[src/rtl/quad_pkg.sv]
// Shared definitions for the quadrature generator.
//   state_t        : generator FSM states (IDLE, first phase, second phase, finish)
//   DIR_UP/DIR_DOWN: command direction encoding (up = A leads B)
//   DEF_MIN_TICKS  : default floor on the phase hold time
//   gray_next()    : next A/B level one quadrature edge away in a given direction
package quad_pkg;

  typedef enum logic [1:0] {
    ST_IDLE,
    ST_PH1,
    ST_PH2,
    ST_FIN
  } state_t;

  localparam logic DIR_UP   = 1'b1;
  localparam logic DIR_DOWN = 1'b0;

  // Must stay above the receiving debounce history length (8 samples).
  localparam int DEF_MIN_TICKS = 16;

  // Up ring (A is the MSB): 00 -> 10 -> 11 -> 01 -> 00; down walks it backwards.
  function automatic logic [1:0] gray_next(input logic [1:0] ab, input logic dir);
    case (ab)
      2'b00:   gray_next = (dir == DIR_UP) ? 2'b10 : 2'b01;
      2'b10:   gray_next = (dir == DIR_UP) ? 2'b11 : 2'b00;
      2'b11:   gray_next = (dir == DIR_UP) ? 2'b01 : 2'b10;
      default: gray_next = (dir == DIR_UP) ? 2'b00 : 2'b11;
    endcase
  endfunction

endpackage

[src/rtl/phase_timer.sv]
// Phase hold timer: a down-counter that measures one quadrature phase.
//   clk, reset : system clock, asynchronous active-low reset
//   load       : start a new phase (wins over an expiry in the same cycle)
//   load_val   : hold length minus one, in clocks
//   expire     : high for the last clock of the phase; the owner switches
//                phase on the following edge
module phase_timer #(
  parameter int DIV_W = 16
) (
  input  logic             clk,
  input  logic             reset,
  input  logic             load,
  input  logic [DIV_W-1:0] load_val,
  output logic             expire
);

  logic [DIV_W-1:0] cnt;
  logic             active;

  // NOTE: sequential state is written with non-blocking assignments only, so
  // every flop samples the values from before the edge, whatever the order.
  always_ff @(posedge clk or negedge reset) begin
    if (!reset) begin
      cnt    <= '0;
      active <= 1'b0;
    end else if (load) begin
      cnt    <= load_val;
      active <= 1'b1;
    end else if (active) begin
      if (cnt == '0) active <= 1'b0;
      else           cnt    <= cnt - 1'b1;
    end
  end

  assign expire = active && (cnt == '0);

endmodule

[src/rtl/quad_encoder_gen.sv]
// Quadrature generator: turns a step count and direction into A/B quadrature.
// One step (detent) is two Gray edges, each phase held T = max(phase_ticks,
// MIN_TICKS) clocks. Detent levels alternate between 00 and 11.
//   clk, reset   : system clock, asynchronous active-low reset
//   cmd_valid    : command offered; accepted when cmd_ready is high
//   cmd_ready    : generator idle
//   cmd_dir      : 1 = up (A leads B), 0 = down (B leads A)
//   cmd_steps    : detents to emit (0 completes immediately)
//   phase_ticks  : clocks per phase, sampled on accept
//   abort        : level, looked at only when a step completes
//   enc_a, enc_b : registered quadrature outputs
//   busy         : command in progress
//   done         : one-cycle pulse at command end
//   position     : net detents emitted, wraps
module quad_encoder_gen
  import quad_pkg::*;
#(
  parameter int CNT_W     = 8,
  parameter int DIV_W     = 16,
  parameter int MIN_TICKS = DEF_MIN_TICKS
) (
  input  logic             clk,
  input  logic             reset,
  input  logic             cmd_valid,
  output logic             cmd_ready,
  input  logic             cmd_dir,
  input  logic [CNT_W-1:0] cmd_steps,
  input  logic [DIV_W-1:0] phase_ticks,
  input  logic             abort,
  output logic             enc_a,
  output logic             enc_b,
  output logic             busy,
  output logic             done,
  output logic [CNT_W-1:0] position
);

  state_t           state;
  logic             dir_q;
  logic [CNT_W-1:0] remaining;   // includes the step currently being emitted
  logic [DIV_W-1:0] hold_ticks;

  logic             accept;
  logic             step_end;
  logic             more_steps;
  logic             timer_load;
  logic             expire;
  logic [DIV_W-1:0] req_ticks;
  logic [DIV_W-1:0] timer_val;

  assign cmd_ready = (state == ST_IDLE);

  // NOTE: every signal gets a default at the top of the block; a path that
  // leaves one unassigned would infer a latch.
  always_comb begin
    accept     = 1'b0;
    step_end   = 1'b0;
    more_steps = 1'b0;
    timer_load = 1'b0;
    req_ticks  = phase_ticks;
    timer_val  = '0;

    accept   = cmd_valid && (state == ST_IDLE);
    if (phase_ticks < DIV_W'(MIN_TICKS)) req_ticks = DIV_W'(MIN_TICKS);
    step_end   = (state == ST_PH2) && expire;
    more_steps = (remaining != CNT_W'(1)) && !abort;
    // The timer restarts on every emitted edge: the first edge of a command,
    // the mid-step edge, and the first edge of each following step.
    timer_load = (accept && (cmd_steps != '0)) ||
                 ((state == ST_PH1) && expire) ||
                 (step_end && more_steps);
    // On accept the stored hold is not yet valid, so take the fresh value.
    timer_val  = ((state == ST_IDLE) ? req_ticks : hold_ticks) - 1'b1;
  end

  phase_timer #(.DIV_W(DIV_W)) u_timer (
    .clk      (clk),
    .reset    (reset),
    .load     (timer_load),
    .load_val (timer_val),
    .expire   (expire)
  );

  always_ff @(posedge clk or negedge reset) begin
    if (!reset) begin
      state      <= ST_IDLE;
      dir_q      <= DIR_DOWN;
      remaining  <= '0;
      hold_ticks <= '0;
      enc_a      <= 1'b0;
      enc_b      <= 1'b0;
      busy       <= 1'b0;
      done       <= 1'b0;
      position   <= '0;
    end else begin
      done <= 1'b0;
      case (state)
        ST_IDLE: begin
          if (accept) begin
            dir_q      <= cmd_dir;
            hold_ticks <= req_ticks;
            remaining  <= cmd_steps;
            if (cmd_steps == '0) begin
              state <= ST_FIN;
              done  <= 1'b1;
            end else begin
              state          <= ST_PH1;
              busy           <= 1'b1;
              {enc_a, enc_b} <= gray_next({enc_a, enc_b}, cmd_dir);
            end
          end
        end
        ST_PH1: begin
          if (expire) begin
            state          <= ST_PH2;
            {enc_a, enc_b} <= gray_next({enc_a, enc_b}, dir_q);
          end
        end
        ST_PH2: begin
          if (expire) begin
            position  <= (dir_q == DIR_UP) ? position + 1'b1 : position - 1'b1;
            remaining <= remaining - 1'b1;
            if (more_steps) begin
              state          <= ST_PH1;
              {enc_a, enc_b} <= gray_next({enc_a, enc_b}, dir_q);
            end else begin
              state <= ST_FIN;
              busy  <= 1'b0;
              done  <= 1'b1;
            end
          end
        end
        ST_FIN:  state <= ST_IDLE;
        default: state <= ST_IDLE;
      endcase
    end
  end

endmodule

[config.mk]
export PLATFORM = sky130hd
export DESIGN_NAME = quad_encoder_gen
export DESIGN_NICKNAME = d
export VERILOG_FILES = /design/src/rtl/quad_pkg.sv /design/src/rtl/phase_timer.sv /design/src/rtl/quad_encoder_gen.sv
export SDC_FILE = /design/constraint.sdc
export NUM_CORES = 1
export LEC_CHECK = 0
export CORE_MARGIN = 4
export CORE_UTILIZATION = 45
export DETAILED_ROUTE_END_ITERATION = 8
export DONT_BUFFER_PORTS = 1
export HOLD_SLACK_MARGIN = 0.1
export SLEW_MARGIN = 20
export SYNTH_ARGS = -nofsm -noshare
export SYNTH_HDL_FRONTEND = slang
export SYNTH_HIERARCHICAL = 1
export SYNTH_SLANG_ARGS = --single-unit
export TNS_END_PERCENT = 50
[constraint.sdc]
create_clock -name clk -period 3.4 [get_ports clk]
set_clock_uncertainty 0.15 [all_clocks]
set_input_delay 0.68 -clock clk [delete_from_list [all_inputs] [get_ports clk]]
set_output_delay 0.68 -clock clk [all_outputs]
set_load 0.01 [all_outputs]
==> out/summary.log, run 1 <==
qor: outcome.status finished, final reports clean
qor: floorplanning.die_width 101 um
qor: sta.maxSlewHeadroom 46.4%
qor: global_routing.pin_count_of_the_biggest_net_entering_global_routing 57
qor: setup_path.critical-path-top-delay-family simple AND/OR/NAND/NOR gates
qor: sta.max_freq 337 MHz
qor: clock_tree.cts_inserted_buffers 5
qor: power_and_ir_drop.p_seq_share 32.7%
qor: power_and_ir_drop.p_leak 0.00172 uW
qor: clock_tree.clockRootBuffer sky130_fd_sc_hd__clkbuf_8
qor: global_routing.grt_pass1_vias 3185
qor: clock_tree.cts.clk_slew.worst_paths 100 ps
qor: clock_tree.htree_levels 2
qor: cells_and_area.fin_cells 545
qor: drt.drt-wirelength-per-cell 16.8 um
qor: global_routing.globalRouteTotalUtil 18.5%
qor: job.timing.max_cap.violations 0
qor: power_and_ir_drop.power.density 892 nW/um^2
qor: synth.synthesis.nets 480
qor: place.portBuffers 0
qor: cells_and_area.fillCellCount 807
qor: setup_path.critical_path_at 3010 ps
qor: cells_and_area.area_growth 7.82%
qor: power_and_ir_drop.vdd_drop_max 0.437 mV
qor: floorplanning.core 8340 um^2
qor: sta.post-route-worst-setup-slack 431 ps
qor: synth.synthDistinctLibCells 68
qor: drt.detail_route.iter0.violations 102
qor: sta.hold_fails_final_rpt 0
qor: synth.dominantRegCellSynth sky130_fd_sc_hd__dfrtp_1
qor: clock_tree.cts_num_sinks 56
qor: place.place.gp.congestion 0.893
qor: power_and_ir_drop.internal-power 2120 uW
qor: floorplanning.floorplan.initialDensity 47.0%
qor: synth.yosys_warnings 6
qor: drt.route.met3.wl 458 um
qor: floorplanning.die_height 101 um
qor: setup_path.worstSetupEndpointType register
qor: setup_path.cp_slowest_cell sky130_fd_sc_hd__or4_1
qor: clock_tree.maximum_buffer_depth_of_the_clock_tree 2
qor: power_and_ir_drop.power.switching_fraction 43.7%
qor: sta.rsz0062_at_grt no
qor: sta.tcrit_tclk_final 87.3%
qor: drt.top_layer met4
qor: synth.synthCells 436
qor: worst_hold_path.holdCritPathClass input pin to register
qor: setup_path.worstPathBufferInverterCount 2
qor: synth.synthArstFlopShare 100%
qor: sta.hold-worst-slack 338 ps
qor: place.post-place-ws 415 ps
qor: synth.synthesis.area_per_instance 9.00 um^2
qor: setup_path.critical_path.startpoint_type register
qor: synth.synth.yosys.seq_area_share 35.7%
qor: drt.num_vias 3303
qor: floorplanning.floorplan.die_area 10300 um^2
qor: floorplanning.number_of_top_level_pins 42
qor: cells_and_area.diode_count 0
qor: setup_path.crit_path_cell_trace inv_1 -> ha_2 -> buf_4 -> or4_1 -> a21oi_1 -> o2111ai_1 -> xnor2_1 -> mux2_2 -> o21a_1 -> nand4_1 -> nand3_1
qor: drt.vias_per_cell 6.06
qor: synth.ys_seq_elements 56
qor: clock_tree.worstSkewPairLatency 310 ps
qor: global_routing.grt_pass1_wl 15.5 mm
qor: setup_path.path_max_fanout 16
qor: drt.route.layer.met1.wl 4.50 mm
qor: clock_tree.cts_tree done
qor: drt.dr_drc_count 0
qor: global_routing.number_of_antenna_violations_at_the_first_check_in_global_routing 0
qor: drt.firstDrtPassIters 4
qor: cells_and_area.commonest_cells_after_routing_fill_and_taps_aside sky130_fd_sc_hd__dfrtp_1 (56), sky130_fd_sc_hd__nand2_1 (33), sky130_fd_sc_hd__nor2_1 (31)
qor: synth.netlist_area 3920 um^2
qor: cells_and_area.post_route_cells_drive_above_1_share 11.6%
qor: sta.worstMarginPinSlew 804 ps
qor: setup_path.crit_required 3440 ps
qor: setup_path.critical_path.max_stage_delay 570 ps
qor: sta.final_setup_violation_count 0
qor: drt.route.met2.wl 4.13 mm
qor: sta.drv_slew 0
qor: power_and_ir_drop.net_switching_power 1650 uW
qor: synth.synth-edff-count 0
qor: power_and_ir_drop.part_of_the_power_in_combinational_logic 54.6%
qor: floorplanning.fp-row-count 33
qor: drt.wl 9.17 mm
qor: cells_and_area.final_common_cell sky130_fd_sc_hd__dfrtp_1
qor: cells_and_area.final_net_count 483
qor: setup_path.setup.worst_path.class register to register
qor: drt.ant_nets 0
qor: sta.finalCriticalPeriod 2970 ps
qor: place.instance_count_after_placement_with_tap_cells_included 535
qor: sta.tns 0 ps
qor: global_routing.globalRouteOverflowTotal 0
qor: power_and_ir_drop.share_clk_of_total_power 12.7%
qor: place.dp.final_hpwl 6.86 mm
## cell type report
class | count | area, um^2 | area share, %
multi-input combinational | 345 | 2390 | 56.5
sequential | 56 | 1400 | 33.1
clock buffer | 7 | 96.3 | 2.28
clock inverter | 1 | 30.0 | 0.710
timing repair buffer | 11 | 105 | 2.49
inverter | 20 | 75.1 | 1.78
tap | 105 | 131 | 3.11
## power groups by stage
stage | combinational (uW) | sequential [uW] | clock, uW
3_5_place_dp | 2030 | 1240 | 0
2_1_floorplan | 1620 | 1170 | 0
5_1_grt | 2300 | 1280 | 520
6_report | 2060 | 1230 | 479
3_3_place_gp | 1990 | 1230 | 0
4_1_cts | 2060 | 1230 | 496
## routing by layer
metal	track usage [%]	vias up
met5	0	-
met4	3.89	0
met3	3.93	8
met2	29.1	73
met1	26.4	1570
li1	-	1652
## synthesized netlist by cell type (3+ instances only)
cell type	instances	area, um^2
sky130_fd_sc_hd__and3_1	5	31.3
sky130_fd_sc_hd__or4_1	5	37.5
sky130_fd_sc_hd__mux2_2	18	203
sky130_fd_sc_hd__nand4b_1	3	26.3
sky130_fd_sc_hd__a21oi_1	25	125
sky130_fd_sc_hd__a22oi_1	3	22.5
sky130_fd_sc_hd__nand3_1	14	70.1
sky130_fd_sc_hd__xnor2_1	16	140
sky130_fd_sc_hd__dfrtp_1	56	1400
sky130_fd_sc_hd__nand4_1	5	31.3
sky130_fd_sc_hd__nand2b_1	5	31.3
sky130_fd_sc_hd__clkbuf_1	8	30.0
sky130_fd_sc_hd__nor3b_1	4	30.0
sky130_fd_sc_hd__buf_2	3	15.0
sky130_fd_sc_hd__nor2_1	31	116
sky130_fd_sc_hd__mux2i_1	17	170
sky130_fd_sc_hd__o2111ai_1	3	26.3
sky130_fd_sc_hd__o22ai_1	5	31.3
sky130_fd_sc_hd__nor3_1	20	100
sky130_fd_sc_hd__or3_1	7	43.8
sky130_fd_sc_hd__a2bb2oi_1	4	35.0
sky130_fd_sc_hd__nor4_1	12	75.1
sky130_fd_sc_hd__o21ai_0	26	130
sky130_fd_sc_hd__xor2_1	6	52.6
sky130_fd_sc_hd__o311ai_0	5	43.8
sky130_fd_sc_hd__nand2_1	33	124
sky130_fd_sc_hd__a21o_1	4	30.0
sky130_fd_sc_hd__o211ai_1	7	52.6
sky130_fd_sc_hd__nor2b_1	5	31.3
sky130_fd_sc_hd__ha_1	14	175
sky130_fd_sc_hd__inv_1	19	71.3
## kinds of logic (layout without fill, tap and decap cells)
kind of cell	Yosys count	count (layout)	synth area share [%]
xor+xnor	22	22	4.91
compound gates	109	109	18.7
mux	35	35	9.51
fa+ha+maj	15	15	4.98
buf+inv	35	39	3.57
flops	56	56	35.7
simple gates	164	164	22.6
## through the flow
step,utilization (%),total power [uW],instance area (um^2)
2_1_floorplan,-,2790,3920
5_1_grt,50.7,4100,4230
3_3_place_gp,48.7,3220,4070
4_1_cts,50.7,3780,4230
6_report,50.7,3770,4230
3_5_place_dp,48.7,3270,4070
## path summary, 6_finish.rpt
path | startpoint | to | slack (ps) | cells after the start
setup reg to reg | state[0]$_DFFE_PN0P_ | u_timer/cnt[11]$_DFFE_PN0P_ | 430 | 11
hold / removal | cmd_valid | done$_DFF_PN0_ | 340 | 2
setup / recovery | state[0]$_DFFE_PN0P_ | u_timer/cnt[11]$_DFFE_PN0P_ | 430 | 11
min in group asynchronous | reset | position[0]$_DFFE_PN0P_ | 740 | 2
hold reg to reg | remaining[5]$_DFFE_PN0P_ | remaining[5]$_DFFE_PN0P_ | 350 | 1
max in group asynchronous | reset | hold_ticks[13]$_DFFE_PN0P_ | 2110 | 2
## registers in the layout, summed over array words and instances (netlist names)
name            cells
state               2
remaining           8
dir_q               1
u_timer/cnt        16
enc_b               1
done                1
u_timer/active      1
enc_a               1
hold_ticks         16
position            8
busy                1
## timing repair
item,in CTS,in global routing
resized for setup,0,0
hold buffers,2,0
endpoints found under the hold margin,56,0
setup buffers,0,0
No activity file was read; power rests on OpenSTA's default activity.
==> run 2, diff against run 1 <==
--- a/config.mk
+++ b/config.mk
@@ -10,6 +10,7 @@
 export DETAILED_ROUTE_END_ITERATION = 8
 export DONT_BUFFER_PORTS = 1
 export HOLD_SLACK_MARGIN = 0.1
+export SETUP_SLACK_MARGIN = 0.4
 export SLEW_MARGIN = 20
 export SYNTH_ARGS = -nofsm -noshare
 export SYNTH_HDL_FRONTEND = slang
==> run 2 against run 1 <==
Fmax up 5.6%. Sequential share of layout area down 0.20 points. Die area stayed put. Critical path type unchanged. Largest cell class unchanged.
==> out/summary.log, run 2 (synthesis results as in run 1) <==
qor: clock_tree.worstSkewPairLatency 320 ps
qor: setup_path.worstSetupEndpointType register
qor: drt.vias_per_cell 6.01
qor: cells_and_area.post_route_cells_drive_above_1_share 12.8%
qor: worst_hold_path.hp-start cmd_valid
qor: cells_and_area.fillCellCount 763
qor: floorplanning.core 8340 um^2
qor: floorplanning.floorplan.initialDensity 47.0%
qor: cells_and_area.seq_area 1400 um^2
qor: global_routing.globalRouteTotalUtil 18.8%
qor: drt.ant_nets 0
qor: floorplanning.floorplan.die_area 10300 um^2
qor: outcome.status finished, final reports clean
qor: setup_path.reg2reg_from state[1]$_DFFE_PN0P_
qor: drt.firstDrtPassIters 5
qor: global_routing.grt_pass1_vias 3258
qor: clock_tree.cts_num_sinks 56
qor: floorplanning.die_width 101 um
qor: drt.detail_route.iter0.violations 141
qor: worst_hold_path.min_delay_worst_endpoint done$_DFF_PN0_
qor: sta.hold_fails_final_rpt 0
qor: cells_and_area.top_regs hold_ticks x16, u_timer/cnt x16
qor: worst_hold_path.worst_hold_path.num_cells 2
qor: floorplanning.fp-row-count 33
qor: sta.post-route-worst-setup-slack 588 ps
qor: sta.max_freq 356 MHz
qor: drt.drt-wirelength-per-cell 16.8 um
qor: power_and_ir_drop.power.density 884 nW/um^2
qor: sta.worstMarginPinSlew 825 ps
qor: cells_and_area.commonest_cells_after_routing_fill_and_taps_aside sky130_fd_sc_hd__dfrtp_1 (56), sky130_fd_sc_hd__nand2_1 (33), sky130_fd_sc_hd__nor2_1 (31)
qor: sta.finalCriticalPeriod 2810 ps
qor: cells_and_area.final_common_cell sky130_fd_sc_hd__dfrtp_1
qor: clock_tree.clockRootBuffer sky130_fd_sc_hd__clkbuf_8
qor: place.post-place-ws 383 ps
qor: setup_path.crit_required 3450 ps
qor: drt.num_vias 3298
qor: clock_tree.cts_inserted_buffers 5
qor: global_routing.globalRouteOverflowTotal 0
qor: sta.hold-worst-slack 342 ps
qor: drt.route.layer.met1.wl 4.48 mm
qor: sta.maxSlewHeadroom 45.0%
qor: cells_and_area.diode_count 0
qor: global_routing.grt_pass1_wl 15.7 mm
qor: global_routing.pin_count_of_the_biggest_net_entering_global_routing 57
qor: sta.rsz0062_at_grt yes
qor: floorplanning.number_of_top_level_pins 42
qor: setup_path.setup.worst_path.class register to register
qor: power_and_ir_drop.p_leak 0.00172 uW
qor: cells_and_area.multiInputGateArea 2420 um^2
qor: power_and_ir_drop.vdd_drop_max 0.351 mV
qor: setup_path.capture_point_of_the_worst_reg_to_reg_path u_timer/cnt[11]$_DFFE_PN0P_
qor: global_routing.number_of_antenna_violations_at_the_first_check_in_global_routing 0
qor: cells_and_area.final_net_count 487
qor: sta.tcrit_tclk_final 82.7%
qor: setup_path.critical_path.startpoint_type register
qor: place.place.gp.congestion 0.861
qor: clock_tree.cts.clk_slew.worst_paths 110 ps
qor: setup_path.critical_path_at 2860 ps
qor: clock_tree.cts_tree done
qor: place.dp.final_hpwl 6.82 mm
qor: drt.route.met3.wl 510 um
qor: place.portBuffers 0
qor: clock_tree.maximum_buffer_depth_of_the_clock_tree 2
qor: cells_and_area.area_growth 8.48%
qor: setup_path.setup.worst_path.start state[1]$_DFFE_PN0P_
qor: setup_path.timing.reg2reg.worst_path_depth 10
qor: floorplanning.die_height 101 um
qor: sta.drv_slew 0
qor: setup_path.ff2ff_setup_slack 590 ps
qor: sta.final_setup_violation_count 0
qor: drt.route.met2.wl 4.16 mm
qor: drt.wl 9.25 mm
qor: drt.top_layer met4
qor: sta.tns 0 ps
qor: clock_tree.htree_levels 2
qor: drt.dr_drc_count 0
qor: job.timing.max_cap.violations 0
qor: worst_hold_path.holdCritPathClass input pin to register
qor: setup_path.path_max_fanout 16
run 2: critical path, cell delays in order (launching register included):
cell,delay (ps)
sky130_fd_sc_hd__dfrtp_1,420
sky130_fd_sc_hd__inv_1,150
sky130_fd_sc_hd__ha_4,270
sky130_fd_sc_hd__or4b_2,630
sky130_fd_sc_hd__a21oi_1,150
sky130_fd_sc_hd__o2111ai_1,140
sky130_fd_sc_hd__xnor2_1,150
sky130_fd_sc_hd__mux2_2,300
sky130_fd_sc_hd__o21a_1,180
sky130_fd_sc_hd__nand4_1,80
sky130_fd_sc_hd__nand3_1,80
run 2: power breakdown:
part	total (uW)	switching (uW)	internal, uW
sequential	1240	290	947
clock	395	228	166
combinational	2130	1160	970
run 2: worst max-delay path by stage:
stage / endpoint / slack, ps
floorplan: u_timer/cnt[8]$_DFFE_PN0P_ / 410
global route: u_timer/cnt[11]$_DFFE_PN0P_ / 390
global placement: u_timer/cnt[13]$_DFFE_PN0P_ / 460
finish: u_timer/cnt[11]$_DFFE_PN0P_ / 590
CTS: u_timer/cnt[13]$_DFFE_PN0P_ / 500
detailed placement: u_timer/cnt[13]$_DFFE_PN0P_ / 380
run 2: routing by layer:
layer / GRT usage [%] / up-vias
li1: - / 1660
met1: 26.3 / 1554
met2: 29.3 / 76
met3: 4.27 / 8
met4: 5.01 / 0
met5: 0 / -
run 2: cell type report:
cell class,count,share of cell area (%)
multi-input combinational,345,56.8
sequential,56,32.9
timing repair buffer,15,3.18
tap,105,3.09
clock buffer,7,2.03
inverter,20,1.76
clock inverter,1,0.176
run 2: timing repair:
item | in CTS | in global routing
gates cloned | 0 | 0
endpoints found under the setup margin | 1 | 4
pin swaps | 0 | 1
hold endpoints to repair | 56 | 0
hold buffers | 2 | 0
buffers inserted | 0 | 4
resized for setup | 1 | 3
run 2: metrics by stage:
| step | area (um^2) | utilization (%) | cells | total power (uW) |
|---|---|---|---|---|
| final | 4260 | 51.0 | 549 | 3760 |
| after global routing | 4260 | 51.0 | 549 | 4090 |
| after CTS | 4210 | 50.4 | 545 | 3720 |
| after detailed placement | 4070 | 48.7 | 535 | 3270 |
| after global placement | 4070 | 48.7 | 535 | 3220 |
| after floorplan | 3930 | - | 436 | 2790 |
